===== config.mk =====
export PLATFORM = sky130hd
export DESIGN_NAME = control_unit
export DESIGN_NICKNAME = d
export VERILOG_FILES = /design/src/rtl/cpu_ctrl_pkg.sv /design/src/rtl/ctrl_step_decoder.sv /design/src/rtl/control_unit.sv
export SDC_FILE = /design/constraint.sdc
export NUM_CORES = 1
export LEC_CHECK = 0
export ABC_AREA = 1
export BUFFER_PORTS_ARGS = -buffer_cell sky130_fd_sc_hd__buf_2
export CAP_MARGIN = 10
export CORE_MARGIN = 5
export CORE_UTILIZATION = 42
export CTS_CLUSTER_DIAMETER = 120
export DETAILED_ROUTE_END_ITERATION = 10
export PLACE_DENSITY = 0.92
export SKIP_CTS_REPAIR_TIMING = 1
export SYNTH_ARGS = -nofsm -noshare
export SYNTH_HDL_FRONTEND = slang
export SYNTH_SLANG_ARGS = --single-unit

===== constraint.sdc =====
create_clock -name clk -period 2.6 [get_ports clk]
set_input_delay 0.13 -clock clk [delete_from_list [all_inputs] [get_ports clk]]
set_output_delay 0.13 -clock clk [all_outputs]
set_load 0.02 [all_outputs]

===== src/rtl/cpu_ctrl_pkg.sv =====
// Opcode map, ALU increment code, sequencer state enum and control vector shared by the CPU.
// Optional multiply/divide sequencing is enabled by defining CU_MULDIV_EN.
package cpu_ctrl_pkg;

    localparam logic [4:0] OPC_LD   = 5'd0;
    localparam logic [4:0] OPC_LDI  = 5'd1;
    localparam logic [4:0] OPC_ST   = 5'd2;
    localparam logic [4:0] OPC_ADD  = 5'd3;
    localparam logic [4:0] OPC_SUB  = 5'd4;
    localparam logic [4:0] OPC_AND  = 5'd5;
    localparam logic [4:0] OPC_OR   = 5'd6;
    localparam logic [4:0] OPC_SHR  = 5'd7;
    localparam logic [4:0] OPC_SHRA = 5'd8;
    localparam logic [4:0] OPC_SHL  = 5'd9;
    localparam logic [4:0] OPC_ROR  = 5'd10;
    localparam logic [4:0] OPC_ROL  = 5'd11;
    localparam logic [4:0] OPC_ADDI = 5'd12;
    localparam logic [4:0] OPC_ANDI = 5'd13;
    localparam logic [4:0] OPC_ORI  = 5'd14;
    localparam logic [4:0] OPC_MUL  = 5'd15;
    localparam logic [4:0] OPC_DIV  = 5'd16;
    localparam logic [4:0] OPC_NEG  = 5'd17;
    localparam logic [4:0] OPC_NOT  = 5'd18;
    localparam logic [4:0] OPC_BR   = 5'd19;
    localparam logic [4:0] OPC_JR   = 5'd20;
    localparam logic [4:0] OPC_IN   = 5'd21;
    localparam logic [4:0] OPC_OUT  = 5'd22;
    localparam logic [4:0] OPC_MFHI = 5'd23;
    localparam logic [4:0] OPC_MFLO = 5'd24;
    localparam logic [4:0] OPC_NOP  = 5'd25;
    localparam logic [4:0] OPC_HALT = 5'd26;

    localparam logic [4:0] OP_INC   = 5'd31;

    typedef enum logic [3:0] {
        ST_RST, ST_T0, ST_T1, ST_T2, ST_T3, ST_T4, ST_T5, ST_T6, ST_T7, ST_HALT
    } state_t;

    typedef struct packed {
        logic       pc_out;
        logic       hi_out;
        logic       lo_out;
        logic       zhigh_out;
        logic       zlow_out;
        logic       mdr_out;
        logic       c_out;
        logic       inport_out;
        logic       pc_in;
        logic       ir_in;
        logic       hi_in;
        logic       lo_in;
        logic       y_in;
        logic       z_in;
        logic       mar_in;
        logic       mdr_in;
        logic       con_in;
        logic       outport_in;
        logic       gra;
        logic       grb;
        logic       grc;
        logic       r_in;
        logic       r_out;
        logic       ba_out;
        logic       read;
        logic       write;
        logic [4:0] alu_op;
    } ctrl_t;

    function automatic logic is_muldiv(input logic [4:0] op);
`ifdef CU_MULDIV_EN
        return (op == OPC_MUL) || (op == OPC_DIV);
`else
        return 1'b0;
`endif
    endfunction

    // Final execute step of each instruction; T2 means no execute phase at all.
    function automatic state_t last_step(input logic [4:0] op);
        if (op == OPC_LD || op == OPC_ST)
            return ST_T7;
        else if (op == OPC_BR || is_muldiv(op))
            return ST_T6;
        else if (op == OPC_LDI || (op >= OPC_ADD && op <= OPC_ORI))
            return ST_T5;
        else if (op == OPC_NEG || op == OPC_NOT)
            return ST_T4;
        else if (op >= OPC_JR && op <= OPC_MFLO)
            return ST_T3;
        else
            return ST_T2;
    endfunction

endpackage


===== src/rtl/ctrl_step_decoder.sv =====
// Combinational decode of (state, opcode, CON_FF) into the datapath control vector.
// Zero latency, no handshake: outputs follow the state register within the cycle.
module ctrl_step_decoder
    import cpu_ctrl_pkg::*;
(
    input  state_t     state_i,
    input  logic [4:0] opcode_i,
    input  logic       con_ff_i,
    output ctrl_t      ctrl_o
);

    logic reg_alu, imm_alu, unary, mem_op, muldiv;

    assign reg_alu = (opcode_i >= OPC_ADD) && (opcode_i <= OPC_ROL);
    assign imm_alu = (opcode_i >= OPC_ADDI) && (opcode_i <= OPC_ORI);
    assign unary   = (opcode_i == OPC_NEG) || (opcode_i == OPC_NOT);
    assign mem_op  = (opcode_i == OPC_LD) || (opcode_i == OPC_LDI) || (opcode_i == OPC_ST);
    assign muldiv  = is_muldiv(opcode_i);

    always_comb begin
        ctrl_o = '0;
        case (state_i)
            ST_T0: begin
                ctrl_o.pc_out = 1'b1; ctrl_o.mar_in = 1'b1; ctrl_o.z_in = 1'b1;
                ctrl_o.alu_op = OP_INC;
            end
            ST_T1: begin
                ctrl_o.zlow_out = 1'b1; ctrl_o.pc_in = 1'b1;
                ctrl_o.read = 1'b1; ctrl_o.mdr_in = 1'b1;
            end
            ST_T2: begin
                ctrl_o.mdr_out = 1'b1; ctrl_o.ir_in = 1'b1;
            end
            ST_T3: begin
                if (reg_alu || imm_alu) begin
                    ctrl_o.grb = 1'b1; ctrl_o.r_out = 1'b1; ctrl_o.y_in = 1'b1;
                end else if (unary) begin
                    ctrl_o.grb = 1'b1; ctrl_o.r_out = 1'b1; ctrl_o.z_in = 1'b1;
                    ctrl_o.alu_op = opcode_i;
                end else if (mem_op) begin
                    // Base register reads as zero when Rb is R0 (BAout).
                    ctrl_o.grb = 1'b1; ctrl_o.ba_out = 1'b1; ctrl_o.y_in = 1'b1;
                end else if (muldiv) begin
                    ctrl_o.gra = 1'b1; ctrl_o.r_out = 1'b1; ctrl_o.y_in = 1'b1;
                end else begin
                    case (opcode_i)
                        OPC_BR:   begin ctrl_o.gra = 1'b1; ctrl_o.r_out = 1'b1; ctrl_o.con_in = 1'b1; end
                        OPC_JR:   begin ctrl_o.gra = 1'b1; ctrl_o.r_out = 1'b1; ctrl_o.pc_in = 1'b1; end
                        OPC_IN:   begin ctrl_o.inport_out = 1'b1; ctrl_o.gra = 1'b1; ctrl_o.r_in = 1'b1; end
                        OPC_OUT:  begin ctrl_o.gra = 1'b1; ctrl_o.r_out = 1'b1; ctrl_o.outport_in = 1'b1; end
                        OPC_MFHI: begin ctrl_o.hi_out = 1'b1; ctrl_o.gra = 1'b1; ctrl_o.r_in = 1'b1; end
                        OPC_MFLO: begin ctrl_o.lo_out = 1'b1; ctrl_o.gra = 1'b1; ctrl_o.r_in = 1'b1; end
                        default: ;
                    endcase
                end
            end
            ST_T4: begin
                if (reg_alu) begin
                    ctrl_o.grc = 1'b1; ctrl_o.r_out = 1'b1; ctrl_o.z_in = 1'b1;
                    ctrl_o.alu_op = opcode_i;
                end else if (imm_alu) begin
                    ctrl_o.c_out = 1'b1; ctrl_o.z_in = 1'b1; ctrl_o.alu_op = opcode_i;
                end else if (unary) begin
                    ctrl_o.zlow_out = 1'b1; ctrl_o.gra = 1'b1; ctrl_o.r_in = 1'b1;
                end else if (mem_op) begin
                    ctrl_o.c_out = 1'b1; ctrl_o.z_in = 1'b1; ctrl_o.alu_op = OPC_ADD;
                end else if (muldiv) begin
                    ctrl_o.grb = 1'b1; ctrl_o.r_out = 1'b1; ctrl_o.z_in = 1'b1;
                    ctrl_o.alu_op = opcode_i;
                end else if (opcode_i == OPC_BR) begin
                    ctrl_o.pc_out = 1'b1; ctrl_o.y_in = 1'b1;
                end
            end
            ST_T5: begin
                if (reg_alu || imm_alu || opcode_i == OPC_LDI) begin
                    ctrl_o.zlow_out = 1'b1; ctrl_o.gra = 1'b1; ctrl_o.r_in = 1'b1;
                end else if (opcode_i == OPC_LD || opcode_i == OPC_ST) begin
                    ctrl_o.zlow_out = 1'b1; ctrl_o.mar_in = 1'b1;
                end else if (muldiv) begin
                    ctrl_o.zlow_out = 1'b1; ctrl_o.lo_in = 1'b1;
                end else if (opcode_i == OPC_BR) begin
                    ctrl_o.c_out = 1'b1; ctrl_o.z_in = 1'b1; ctrl_o.alu_op = OPC_ADD;
                end
            end
            ST_T6: begin
                if (opcode_i == OPC_LD) begin
                    ctrl_o.read = 1'b1; ctrl_o.mdr_in = 1'b1;
                end else if (opcode_i == OPC_ST) begin
                    ctrl_o.gra = 1'b1; ctrl_o.r_out = 1'b1; ctrl_o.mdr_in = 1'b1;
                end else if (muldiv) begin
                    ctrl_o.zhigh_out = 1'b1; ctrl_o.hi_in = 1'b1;
                end else if (opcode_i == OPC_BR) begin
                    // Branch target is always on the bus; only the PC load is conditional.
                    ctrl_o.zlow_out = 1'b1; ctrl_o.pc_in = con_ff_i;
                end
            end
            ST_T7: begin
                if (opcode_i == OPC_LD) begin
                    ctrl_o.mdr_out = 1'b1; ctrl_o.gra = 1'b1; ctrl_o.r_in = 1'b1;
                end else if (opcode_i == OPC_ST) begin
                    ctrl_o.write = 1'b1;
                end
            end
            default: ;
        endcase
    end

endmodule


===== src/rtl/control_unit.sv =====
// Fetch/decode/execute sequencer driving every datapath strobe; Moore outputs, one step per clock.
// No backpressure: the datapath always completes a step in one cycle; clr low forces RST next cycle.
module control_unit
    import cpu_ctrl_pkg::*;
(
    input  logic        clk,
    input  logic        clr,
    input  logic [31:0] IR,
    input  logic        CON_FF,
    output logic        PCout,
    output logic        HIout,
    output logic        LOout,
    output logic        Zhighout,
    output logic        Zlowout,
    output logic        MDRout,
    output logic        Cout,
    output logic        InPortOut,
    output logic        PCin,
    output logic        IRin,
    output logic        HIin,
    output logic        LOin,
    output logic        Yin,
    output logic        Zin,
    output logic        MARin,
    output logic        MDRin,
    output logic        CONin,
    output logic        OutportIn,
    output logic        Gra,
    output logic        Grb,
    output logic        Grc,
    output logic        Rin,
    output logic        Rout,
    output logic        BAout,
    output logic        Read,
    output logic        Write,
    output logic [4:0]  OpCode,
    output logic        Run
);

    state_t     state_q, state_d;
    state_t     last;
    logic [4:0] opcode;
    logic       unused_ir;
    ctrl_t      ctrl;

    assign opcode    = IR[31:27];
    assign unused_ir = ^IR[26:0];
    assign last      = last_step(opcode);

    always_ff @(posedge clk) begin
        if (!clr)
            state_q <= ST_RST;
        else
            state_q <= state_d;
    end

    always_comb begin
        state_d = state_q;
        case (state_q)
            ST_RST:  state_d = ST_T0;
            ST_T0:   state_d = ST_T1;
            ST_T1:   state_d = ST_T2;
            ST_T2: begin
                if (opcode == OPC_HALT)
                    state_d = ST_HALT;
                else if (last == ST_T2)
                    state_d = ST_T0;
                else
                    state_d = ST_T3;
            end
            ST_T3:   state_d = (last == ST_T3) ? ST_T0 : ST_T4;
            ST_T4:   state_d = (last == ST_T4) ? ST_T0 : ST_T5;
            ST_T5:   state_d = (last == ST_T5) ? ST_T0 : ST_T6;
            ST_T6:   state_d = (last == ST_T6) ? ST_T0 : ST_T7;
            ST_T7:   state_d = ST_T0;
            ST_HALT: state_d = ST_HALT;
            default: state_d = ST_RST;
        endcase
    end

    ctrl_step_decoder u_step_decoder (
        .state_i  (state_q),
        .opcode_i (opcode),
        .con_ff_i (CON_FF),
        .ctrl_o   (ctrl)
    );

    always_comb begin
        Run = (state_q != ST_RST) && (state_q != ST_HALT);
    end

    assign PCout     = ctrl.pc_out;
    assign HIout     = ctrl.hi_out;
    assign LOout     = ctrl.lo_out;
    assign Zhighout  = ctrl.zhigh_out;
    assign Zlowout   = ctrl.zlow_out;
    assign MDRout    = ctrl.mdr_out;
    assign Cout      = ctrl.c_out;
    assign InPortOut = ctrl.inport_out;
    assign PCin      = ctrl.pc_in;
    assign IRin      = ctrl.ir_in;
    assign HIin      = ctrl.hi_in;
    assign LOin      = ctrl.lo_in;
    assign Yin       = ctrl.y_in;
    assign Zin       = ctrl.z_in;
    assign MARin     = ctrl.mar_in;
    assign MDRin     = ctrl.mdr_in;
    assign CONin     = ctrl.con_in;
    assign OutportIn = ctrl.outport_in;
    assign Gra       = ctrl.gra;
    assign Grb       = ctrl.grb;
    assign Grc       = ctrl.grc;
    assign Rin       = ctrl.r_in;
    assign Rout      = ctrl.r_out;
    assign BAout     = ctrl.ba_out;
    assign Read      = ctrl.read;
    assign Write     = ctrl.write;
    assign OpCode    = ctrl.alu_op;

endmodule


==> flow_summary.yaml <==
run_status:
  status: "completed"
sta:
  period_needed_ns: 1.981
  rsz0062_at_grt: "no"
  timing.final.crit_share_pct: 76.21
  timing.clock.skew_ns: 0.0001310
  setup_total_negative_slack_ns: 0
  max_clock_freq_mhz: 504.7
  least_setup_slack_across_all_paths_after_layout_ns: 0.6185
  report.final.hold_viol_count: 0
  timing.final.setup_violations: 0
  timing_max_transition_violations_final: 0
clocking:
  cts_max_level: 1
  tritoncts: "built"
  clkLatencyLatePin_ns: 0.23
  path_clk_slew_ns: 0.04
  ctsLongestPathBuffers: 2
  tritoncts.num_buffers: 3
  clkSinkCount: 4
  clockRootBuffer: "sky130_fd_sc_hd__clkbuf_4"
floorplanning:
  initial_utilization_pct: 43.94
  fp-row-count: 16
  core-area_sq_um: 1942
  fp.dieW_um: 55.08
  fp.dieArea_sq_um: 3033
  floorplan.die.height_um: 55.08
  floorplan.io_pins: 67
pwr:
  powerDensity_nw_per_um2: 286.4
  seqPwrFrac_pct: 22.8
  combinationalPowerShare_pct: 52.5
  leakagePower_uw: 0.0006060
  vdd_ir_drop_max_v: 0.0002116
  swShare_pct: 46.10
  cell_internal_pwr_uw: 165.9
  report.power.total_uw: 307.8
  netSwitchingPower_uw: 141.9
  share_clk_of_total_power_pct: 24.7
place:
  hpwl_mm: 2.094
  place_worst_setup_slack_ns: 0.9172
  io_buffer_count: 36
  gpl.final_weighted_congestion: 0.9551
  numPlacedInstances: 217
grt:
  first_global_vias: 966
  overflow: 0
  grt_antenna_before_repair: 0
  grt.total_usage_pct: 17.91
  grt_first_pass_wirelength_mm: 4.008
  maximum_number_of_pins_on_one_net_before_global_route_repair: 9
setup_path:
  endpoint_kind: "output port"
  reg2reg_to: "state_q[2]$_SDFF_PN0_"
  worstPathCellList: "inv_1 > nand2_2 > nor2_1 > inv_2 > nor2_1 > inv_1 > o211ai_1 > buf_2"
  critical-path-max-stage-delay_ns: 0.33
  crit_path_max_fanout: 8
  critical_path.reg2reg.startpoint: "state_q[0]$_SDFF_PN0_"
  timing.critical_path.slowest_stage_cell: "sky130_fd_sc_hd__nor2_1"
  cp-start-kind: "flip-flop"
  worst-setup-path-type: "flip-flop to output port"
  regToRegSetupSlack_ns: 1.23
  cp.required_ns: 2.47
  worst-endpoint-arrival_ns: 1.85
  path_depth_of_the_worst_reg2reg_path: 9
  first_element_of_the_critical_path: "state_q[3]$_SDFF_PN0_"
worst_hold_path:
  min-delay-start: "clr"
  min_delay_path_depth: 3
  min_delay_worst_endpoint: "state_q[2]$_SDFF_PN0_"
  holdCritPathClass: "input pin to flip-flop"
final_layout:
  fin_nets: 230
  leading_cell_types_in_the_layout_fill_and_taps_excluded: "sky130_fd_sc_hd__buf_2, sky130_fd_sc_hd__nand2_1, sky130_fd_sc_hd__nor2_1"
  mostFrequentLayoutCell: "sky130_fd_sc_hd__buf_2"
  num_antenna_cells: 0
  post_route_cells_drive_above_1_share_pct: 34.20
  stdcell_count: 220
  largestRegisters: "state_q (4)"
  largest_reg_flops: 4
  largest-register: "state_q"
  nFillCells: 207
  areaGrowthSynthToFinish_pct: 25.95
routing:
  postRouteWirelength_mm: 2.520
  post_detailed_route_via_to_cell_ratio: 5.055
  via_count: 1112
  first_iter_violations: 53
  detailed_router_iteration_count_before_antenna_repair: 4
  detail-route-antenna-nets: 0
  drcViolationCount: 0
  drt-wirelength-per-cell_um: 11.45
synth:
  synth_top_flop_cell: "sky130_fd_sc_hd__dfxtp_1"
  synth_edf_count: 0
  ys_seq_elements: 4
  synth_warnings: 0
  post_synth_inst_count: 155
  synth_sequential_area_ratio_pct: 9.384
  syn_area_per_cell_sq_um: 5.505
  postSynth.asyncResetShare_pct: 0
  syn_area_sq_um: 853.3
  post_synth_num_cell_types: 35
run:
  drv_cap: 0
worst max path at each step:
stage          endpoint  slack [ns]  cells past startpoint
2_1_floorplan      Rout        1.01                      8
3_5_place_dp       PCin        0.92                      8
3_3_place_gp       PCin        0.94                      8
4_1_cts            PCin        0.67                      8
6_report           PCin        0.62                      8
5_1_grt            PCin        0.48                      8
layout make-up:
type                       instances  area (sq um)  area share [%]
inverter                          32         123.9           11.53
tap                               27         33.78           3.143
clock buffer                       3         22.52           2.095
timing repair buffer              36         180.2           16.76
multi-input combinational        118         634.4           59.02
sequential                         4         80.08           7.451
through the flow:
stage | hold slack [ns] | instance area, sq um | utilization, %
2_1_floorplan | 0.2276 | 860.8 | -
3_3_place_gp | 0.3540 | 1052 | 54.19
3_5_place_dp | 0.3578 | 1052 | 54.19
4_1_cts | 0.1159 | 1075 | 55.35
5_1_grt | 0.1534 | 1075 | 55.35
6_report | 0.1236 | 1075 | 55.35
critical path, delay by kind of cell (launching register included):
family	cells	cell delay, ns
AO/OA/AOI/OAI	1	0.20
flip-flops	1	0.30
AND/OR/NAND/NOR	3	0.55
buffers and inverters	4	0.58
synth_stat cells (2+ instances only):
library cell               number  area, sq um
sky130_fd_sc_hd__o211ai_1       3        22.52
sky130_fd_sc_hd__nand2_1       28        105.1
sky130_fd_sc_hd__a21oi_1        6        30.03
sky130_fd_sc_hd__nand2_4        2        22.52
sky130_fd_sc_hd__inv_2          7        26.28
sky130_fd_sc_hd__inv_1         23        86.33
sky130_fd_sc_hd__nand3_1        7        35.03
sky130_fd_sc_hd__nor3_1         2        10.01
sky130_fd_sc_hd__dfxtp_1        4        80.08
sky130_fd_sc_hd__nand4_1        5        31.28
sky130_fd_sc_hd__nand2_2        6        37.54
sky130_fd_sc_hd__nor2_1        25        93.84
sky130_fd_sc_hd__nand3_2        2        20.02
sky130_fd_sc_hd__buf_4          3        22.52
sky130_fd_sc_hd__o21ai_1        2        10.01
sky130_fd_sc_hd__nor2_4         2        22.52
sky130_fd_sc_hd__o21ai_0       10        50.05
logic make-up after synthesis:
family / Yosys count / share of synthesized area, %
and+or+nand+nor: 86 / 51.76
buffers and inverters: 35 / 17.16
AOI/OAI and AO/OA: 29 / 21.26
DFF: 4 / 9.385
other: 1 / 0.4395
layer usage:
metal,GRT usage [%],up-vias,share of wire (%)
met5,0,-,0
met4,6.883,0,1.5
met3,2.145,4,9.5
met2,27.76,70,44
met1,25.04,462,45
li1,-,576,-
power groups by stage:
stage | combinational, uW | clock [uW] | sequential (uW)
after CTS | 161 | 78.9 | 70.0
final | 162 | 75.9 | 70.3
after global routing | 178 | 82.2 | 70.9
after floorplan | 116 | 0 | 70.0
after global placement | 158 | 0 | 71.0
after detailed placement | 161 | 0 | 71.0
No activity file was read; power rests on OpenSTA's default activity.
